## src/rtl/pc_fetch_if.sv

```systemverilog
// pc_fetch_if: instruction memory request/response bus
interface pc_fetch_if;
  logic req;
  logic [31:0] addr;
  logic ack;
  logic [31:0] rdata;
  modport master (output req, addr, input ack, rdata);
  modport slave (input req, addr, output ack, rdata);
endinterface

```

## src/rtl/pc_fetch.sv

```systemverilog
// pc_fetch: program counter, instruction fetch/issue sequencing and interrupt/eret handling
module pc_fetch #(
  parameter logic [31:0] RESET_VECTOR = 32'hBFC0_0000,
  parameter logic [31:0] INT_VECTOR = 32'hBFC0_0380
) (
  input  logic clk,
  input  logic reset,
  input  logic [1:0] pcsrc,
  input  logic [1:0] pcbranchsrc,
  input  logic [31:0] rs_val,
  input  logic [25:0] imm,
  input  logic stall,
  input  logic irq,
  input  logic eret,
  pc_fetch_if.master imem,
  output logic [31:0] pc,
  output logic [31:0] pcplus4,
  output logic [31:0] instr,
  output logic instr_valid,
  output logic [31:0] epc,
  output logic ie
);
  typedef enum logic {FETCH, ISSUE} state_t;
  state_t state, state_n;
  logic req, issue, take_int;
  logic [31:0] offset, target, next_pc;
  assign pcplus4 = pc + 32'd4;
  assign offset = {{14{imm[15]}}, imm[15:0], 2'b00};
  assign take_int = issue & irq & ie;
  assign imem.req = req;
  assign imem.addr = pc;
  // branch/jump target and the pc that would load at issue absent interrupt/eret
  always_comb begin
    target = pcbranchsrc == 2'b00 ? pcplus4 + offset :
             pcbranchsrc == 2'b01 ? rs_val & ~32'd3 :
             pcbranchsrc == 2'b10 ? {pcplus4[31:28], imm, 2'b00} : pcplus4;
    next_pc = pcsrc == 2'b00 ? RESET_VECTOR :
              pcsrc == 2'b01 ? INT_VECTOR :
              pcsrc == 2'b10 ? pcplus4 : target;
  end
  // state register
  always_ff @(posedge clk or posedge reset)
    if (reset) state <= FETCH;
    else state <= state_n;
  // next state and handshake outputs; acks seen while issuing are ignored
  always_comb begin
    state_n = state;
    req = 1'b0;
    instr_valid = 1'b0;
    issue = 1'b0;
    if (state == FETCH) begin
      req = 1'b1;
      if (imem.ack) state_n = ISSUE;
    end else begin
      instr_valid = 1'b1;
      if (!stall) begin
        issue = 1'b1;
        state_n = FETCH;
      end
    end
  end
  // instruction capture, pc update and exception state; interrupt beats eret, which beats pcsrc
  always_ff @(posedge clk or posedge reset)
    if (reset) begin
      pc <= RESET_VECTOR;
      instr <= '0;
      epc <= '0;
      ie <= 1'b0;
    end else begin
      if (req && imem.ack) instr <= imem.rdata;
      if (take_int) begin
        pc <= INT_VECTOR;
        ie <= 1'b0;
        if (!eret) epc <= next_pc;
      end else if (issue && eret) begin
        pc <= epc;
        ie <= 1'b1;
      end else if (issue) pc <= next_pc;
    end
endmodule
```

## src/flat_wrapper.sv

```systemverilog
// flat-port wrapper written by rule: the top's interface ports become plain ports
module pc_fetch_flat 
#(
  parameter logic [31:0] RESET_VECTOR = 32'hBFC0_0000,
  parameter logic [31:0] INT_VECTOR = 32'hBFC0_0380
)
  (clk, reset, pcsrc, pcbranchsrc, rs_val, imm, stall, irq, eret, pc, pcplus4, instr, instr_valid, epc, ie, imem_req, imem_addr, imem_ack, imem_rdata);
  pc_fetch_if imem_i ();
  input  logic clk;
  input  logic reset;
  input  logic [1:0] pcsrc;
  input  logic [1:0] pcbranchsrc;
  input  logic [31:0] rs_val;
  input  logic [25:0] imm;
  input  logic stall;
  input  logic irq;
  input  logic eret;
  output logic [31:0] pc;
  output logic [31:0] pcplus4;
  output logic [31:0] instr;
  output logic instr_valid;
  output logic [31:0] epc;
  output logic ie;
  output wire logic [$bits(imem_i.req)-1:0] imem_req;
  output wire logic [$bits(imem_i.addr)-1:0] imem_addr;
  input wire logic [$bits(imem_i.ack)-1:0] imem_ack;
  input wire logic [$bits(imem_i.rdata)-1:0] imem_rdata;
  assign imem_req = imem_i.req;
  assign imem_addr = imem_i.addr;
  assign imem_i.ack = imem_ack;
  assign imem_i.rdata = imem_rdata;
  pc_fetch #(.RESET_VECTOR(RESET_VECTOR), .INT_VECTOR(INT_VECTOR)) u_core (.clk(clk), .reset(reset), .pcsrc(pcsrc), .pcbranchsrc(pcbranchsrc), .rs_val(rs_val), .imm(imm), .stall(stall), .irq(irq), .eret(eret), .imem(imem_i), .pc(pc), .pcplus4(pcplus4), .instr(instr), .instr_valid(instr_valid), .epc(epc), .ie(ie));
endmodule
```

## config.mk

```make
export PLATFORM = sky130hd
export DESIGN_NAME = pc_fetch_flat
export DESIGN_NICKNAME = d
export VERILOG_FILES = /design/src/rtl/pc_fetch_if.sv /design/src/rtl/pc_fetch.sv /design/src/flat_wrapper.sv
export SDC_FILE = /design/constraint.sdc
export NUM_CORES = 1
export LEC_CHECK = 0
export BUFFER_PORTS_ARGS = -buffer_cell sky130_fd_sc_hd__buf_2
export CAP_MARGIN = 10
export CORE_UTILIZATION = 30
export DETAILED_ROUTE_END_ITERATION = 8
export RECOVER_POWER = 25
export SETUP_SLACK_MARGIN = 0.2
export SYNTH_ARGS = -nofsm -noshare
export SYNTH_HDL_FRONTEND = slang
export SYNTH_SLANG_ARGS = --single-unit
```

## constraint.sdc

```tcl
create_clock -name clk -period 5.15 [get_ports clk]
set_clock_uncertainty 0.1 [all_clocks]
set_input_delay 0.515 -clock clk [delete_from_list [all_inputs] [get_ports clk]]
set_output_delay 0.515 -clock clk [all_outputs]
set_load 0.01 [all_outputs]
```

# Word-level counts from Yosys, hierarchy flattened
# Index checks and enable logic that the tools add are counted.
# classes
addsub,2
eq_ne,4
n_mux,18
n_bitwise,3
n_reduce_logical,7
# ops
op,count
two-way mux 32 bit,8
adder 32 x 3 -> 32 bit (second input constant),1
adder 32 bit,1
two-way mux 28 bit,1
two-way mux 1 bit,9
equality test 2 x 1 -> 1 bit (second input constant),2
equality test 2 bit (second input constant),2
zero test 2 bit,2
nonzero test 3 bit,1
bitwise AND 1 bit,2
logical AND 1 bit,2
AND reduction 2 bit,1
nonzero test 2 bit,1
inverter 1 bit,1
# word_totals
regBits,98
input_bits,100
out_inout_bits,163
elab_cells,39

# Logic depth before layout (Yosys ltp)
# logic_depth
ltp_word,10
ltp_mapped,19

# Worst setup path after synthesis
# No wires, ideal clock.
# synth_path
path_kind,register to register
startpoint,"reg u_core.pc[2], in the netlist u_core.imem.addr[2]"
endpoint,"reg u_core.pc[31], in the netlist u_core.imem.addr[31]"
setup_time_ps,73
arrival_ps,4136
setup_slack_ps,841
path_stages_with_launch,20
n_path_buf,2
period_less_slack_ps,4309
path_cell_list,dfrtp_1 ha_1 nand3_1 nor2_1 and3_1 clkbuf_1 nand3_1 xnor2_1 ha_1 clkbuf_1 nand4_1 nor2_1 o2bb2ai_1 or3_1 o21ai_2 mux2i_1 a211o_1 a31oi_1 or3_1 a21oi_1
# synth_via
elab_chain_len,9
word_cells_on_any_way,10
cone_classes,add/sub: 2; mux: 8
# synth_rtl
element,line_no,source
start: declaration,pc_fetch.sv:16,"output logic [31:0] pc,"
start signal: assignment,pc_fetch.sv:76,pc <= epc;
start signal: assignment,pc_fetch.sv:78,end else if (issue) pc <= next_pc;
adder 32 x 3 -> 32 bit,pc_fetch.sv:27,assign pcplus4 = pc + 32'd4;
named net pcplus4[22],flat_wrapper.sv:19,output logic [31:0] pcplus4;
adder 32 bit,pc_fetch.sv:34,target = pcbranchsrc == 2'b00 ? pcplus4 + offset :
two-way mux 32 bit,pc_fetch.sv:34,
two-way mux 32 bit,pc_fetch.sv:39,pcsrc == 2'b10 ? pcplus4 : target;
two-way mux 32 bit,pc_fetch.sv:38,pcsrc == 2'b01 ? INT_VECTOR :
two-way mux 32 bit,pc_fetch.sv:37,next_pc = pcsrc == 2'b00 ? RESET_VECTOR :
two-way mux 32 bit,pc_fetch.sv:78,
two-way mux 32 bit,pc_fetch.sv:75,end else if (issue && eret) begin
two-way mux 32 bit,pc_fetch.sv:71,if (take_int) begin
# The timed path passes the listed nets, and every way through them passes these cells. The select of a mux whose other input is x is not followed.
# A chain may end at the register's enable or synchronous reset.

# Final worst setup path
# layout_path
startpoint,"reg u_core.pc[2], in the netlist u_core.imem.addr[2]"
endpoint,"reg u_core.pc[31], in the netlist u_core.imem.addr[31]"
# layout_via
elab_chain_len,9
word_cells_on_any_way,10
cone_classes,add/sub: 2; mux: 8
# layout_rtl
element,line_no
adder 32 x 3 -> 32 bit (*),pc_fetch.sv:27
adder 32 bit or two-way mux 32 bit (tied branches),"pc_fetch.sv:34, pc_fetch.sv:35"
two-way mux 32 bit,pc_fetch.sv:34
two-way mux 32 bit (*),pc_fetch.sv:39
two-way mux 32 bit (*),pc_fetch.sv:38
two-way mux 32 bit (*),pc_fetch.sv:37
two-way mux 32 bit (*),pc_fetch.sv:78
two-way mux 32 bit (*),pc_fetch.sv:75
two-way mux 32 bit (*),pc_fetch.sv:71
# Mark *: on every way between the ends. The rest lies on a longest branch, timed or not. The select of a mux whose other input is x is not followed.

==> impl_results.md <==
* Clock latency at the later pin of the worst-skew pair at roughly 340 ps
* Routed WL at 26,800 µm
* Max-slew headroom at -12.7%
* Gr usage total at 20.7%
* Crit end category: flip-flop
* Die footprint at 25,200 µm²
* Average cell area after synthesis at ~8.5 µm²
* Fin util at roughly 38%
* Avg Vias per Cell at 5.23
* Post-CTS Hold Buffers at 0
* Cell variety after synth at 74
* Ys async rst share at 100%
* Crit Path Category: flip-flop to flip-flop
* Top-area cell type share of the netlist area at 30.2%
* Total number of vias at 7,296
* Core Area at 23,800 µm²
* Beginning of the worst hold path: imem_rdata[15]
* RR Startpoint: u_core.imem.addr[2]$_DFFE_PP0P_
* Top post-synthesis cells by area: dfrtp_1 (30%), nand2_1 (6.7%), ha_1 (6.5%)
* Final Hold Viols at 0
* Pre-Repair DR Iteration Count at 5
* Final #Nets at between 1,000 and 1,500
* # port buffers at 260
* Startpoint types: flip-flop
* Hold Path End: u_core.instr[15]$_DFFE_PP0P_
* Wirelength per Cell at 19.2 µm
* Ys flop type: dfrtp_1
* Synth top cells by count: nand2_1 (132), o21ai_0 (92), dfrtp_1 (89)
* Setup violators final at 0
* Post-detailed-route count of antenna-violating nets at 0
* Sequential element share of the synthesized area at 33.5%
* WP data required at around 5300 ps
* Post-layout min period at 4680 ps
* Antenna violations before repair at 3
* Max H-tree Level at 3
* Post-DP HPWL at roughly 21,000 µm
* Overflow after GRT at 0
* Die width at 159 µm
* Layout cells sized above 1 at 27.8%
* Peak supply drop at 0.195 mV
* FF-to-FF End: u_core.imem.addr[31]$_DFFE_PP1P_
* First-pass GRT wire length at 38,700 µm
* LEAKAGE at 4.12 nW
* Cell with the most instances after synthesis: nand2_1
* Total negative slack at 0 ps
* Depth of the worst hold-timing path at 2
* Failing checks: capacitance limit, slew limit
* Clock tree sinks at between 90 and 100
* DRC at 0
* Vias in the first global route at 6,480
* CTS buffer count at 9
* Clk buf depth at 2
* Fmax at 0.214 GHz
* Syn Nets at 1,003
* Critical path arrival at 4860 ps
* Post-Syn Instances at between 800 and 900
* Post-synth top area cell: dfrtp_1
* Root Driver: clkbuf_16
* GPL Wtd Cong at 0.887
* Initial DRC Count at between 500 and 600
* # IOs at 263
* Crit path max fanout at 8
* Starting Density at 31.0%
* PD cells at around 410 nW/µm²
* Outcome: finished with violations
* Seq cells post-synth at 98
* Max-Cap Viols at 1
* Flop-to-flop setup slack at 470 ps
* Die height at 159 µm
* Hold Crit Class: input port to flip-flop
* Worst slew pin tran at about 1700 ps
* Max Slew Vio Count at 40
* Synthesized cell area at approximately 7400 µm²
* R2R cell count at 17
* Clk slew on worst S/H paths at 80 ps
* Largest net degree at the start of global routing at 61
* Synthesis warning total at 0
* CTS tree: yes
* P&R area growth vs syn at 22.0%
* Final period utilization at 90.9%
* Unrepaired setup endpoints after global routing: false
* Site row count at 56
* EDFF count, synth at 0
==> metrics by stage <==
stage	setup WS (ps)	std cells	cell area, µm²	hold slack (ps)	power [W]
6_report	467	1394	8990	295	0.00370
5_1_grt	199	1394	8990	290	0.00394
4_1_cts	446	1391	9040	111	0.00374
3_5_place_dp	474	1375	8730	390	0.00303
3_3_place_gp	491	1375	8730	375	0.00301
2_1_floorplan	841	864	7360	423	0.00237
==> critical path: stages, from the launching register on <==
cell and delay (ps):
dfrtp_1 470, ha_1 220, nand3_1 140, nor2_1 260
and3_2 340, nand2_1 90, xnor2_1 420, ha_1 400
nand4_1 250, nor2_1 80, o2bb2ai_1 180, or3_1 380
o21ai_2 240, mux2i_1 310, a211o_1 160, a31oi_1 100
or3_1 330, a21oi_1 140
==> registers in the layout, summed over array words and instances, names as in the netlist <==
register          cells
u_core.imem.addr     32
u_core.ie             1
u_core.epc           32
u_core.instr         32
u_core.state          1
==> layout by cell type (no fill, tap or decap), types with 5 or more instances in the layout <==
cell	Yosys	layout
buf_2	2	210
nand2_1	132	132
o21ai_0	92	92
dfrtp_1	89	89
a21oi_1	59	59
nor2_1	57	57
clkbuf_1	37	51
ha_1	38	38
mux2_2	33	33
xnor2_1	31	31
nand3_1	23	23
inv_1	14	13
xor2_1	13	13
nand4_1	11	11
a21o_1	10	10
a211oi_1	10	10
and3_1	10	9
o21a_1	9	9
clkbuf_16	0	9
buf_4	34	9
dfstp_2	9	9
nand2b_1	8	8
mux2i_1	7	7
a211o_1	6	6
a31oi_1	6	6
and4_1	6	6
o31ai_1	6	5
or3_1	5	5
o211ai_1	5	5
and2_1	5	5
o221ai_1	5	5
nor3_1	6	5
==> how the worst max path moves through the flow <==
stage                                    startpoint                               end  cells past startpoint
floorplan           u_core.imem.addr[2]$_DFFE_PP0P_  u_core.imem.addr[31]$_DFFE_PP1P_                     19
global placement    u_core.imem.addr[2]$_DFFE_PP0P_  u_core.imem.addr[31]$_DFFE_PP1P_                     17
detailed placement  u_core.imem.addr[2]$_DFFE_PP0P_  u_core.imem.addr[31]$_DFFE_PP1P_                     17
CTS                 u_core.imem.addr[2]$_DFFE_PP0P_  u_core.imem.addr[31]$_DFFE_PP1P_                     17
global route        u_core.imem.addr[2]$_DFFE_PP0P_  u_core.imem.addr[31]$_DFFE_PP1P_                     17
finish              u_core.imem.addr[2]$_DFFE_PP0P_  u_core.imem.addr[31]$_DFFE_PP1P_                     17
==> repair_timing <==
item / in CTS / in global routing
endpoints found under the hold margin: 0 / 0
setup endpoints to repair: 0 / 2
setup buffers: 0 / 0
gates resized for setup: 0 / 2
==> power by group <==
part	internal (W)	switching [W]	leakage, nW
Clock	0.000385	0.000316	0.149
Combinational	0.000706	0.00106	2.77
Sequential	0.00100	0.000233	1.21
Total	0.00209	0.00161	4.12
==> routing by layer <==
| metal | track usage (%) | up-vias | part of all wire (%) | wire (µm) |
|---|---|---|---|---|
| met1 | 29.0 | 3446 | 45 | 11900 |
| met2 | 31.5 | 298 | 45 | 12000 |
| li1 | - | 3528 | - | - |
| met3 | 4.76 | 24 | 9.1 | 2440 |
| met4 | 5.63 | 0 | 1.5 | 391 |
| met5 | 0 | - | 0 | 0 |
==> area by class of cell <==
type                    instances  area (µm²)
repair buffers                270        1310
multi-input cells             673        4440
clock inverters                 7        88.8
inverters                      15        57.6
clock buffers                   9         225
diodes                          3        7.51
flip-flops and latches         98        2460
fillers                      2484       14800
well taps                     319         399
==> logic make-up after synthesis <==
kind of cell    share of synthesized area [%]
flops                                    33.5
mux                                      6.91
xor+xnor                                 5.23
buf+inv                                  6.51
compound gates                           23.8
fa+ha+maj                                6.73
simple gates                             17.3
Note: power is estimated with default switching activity, not from simulation.
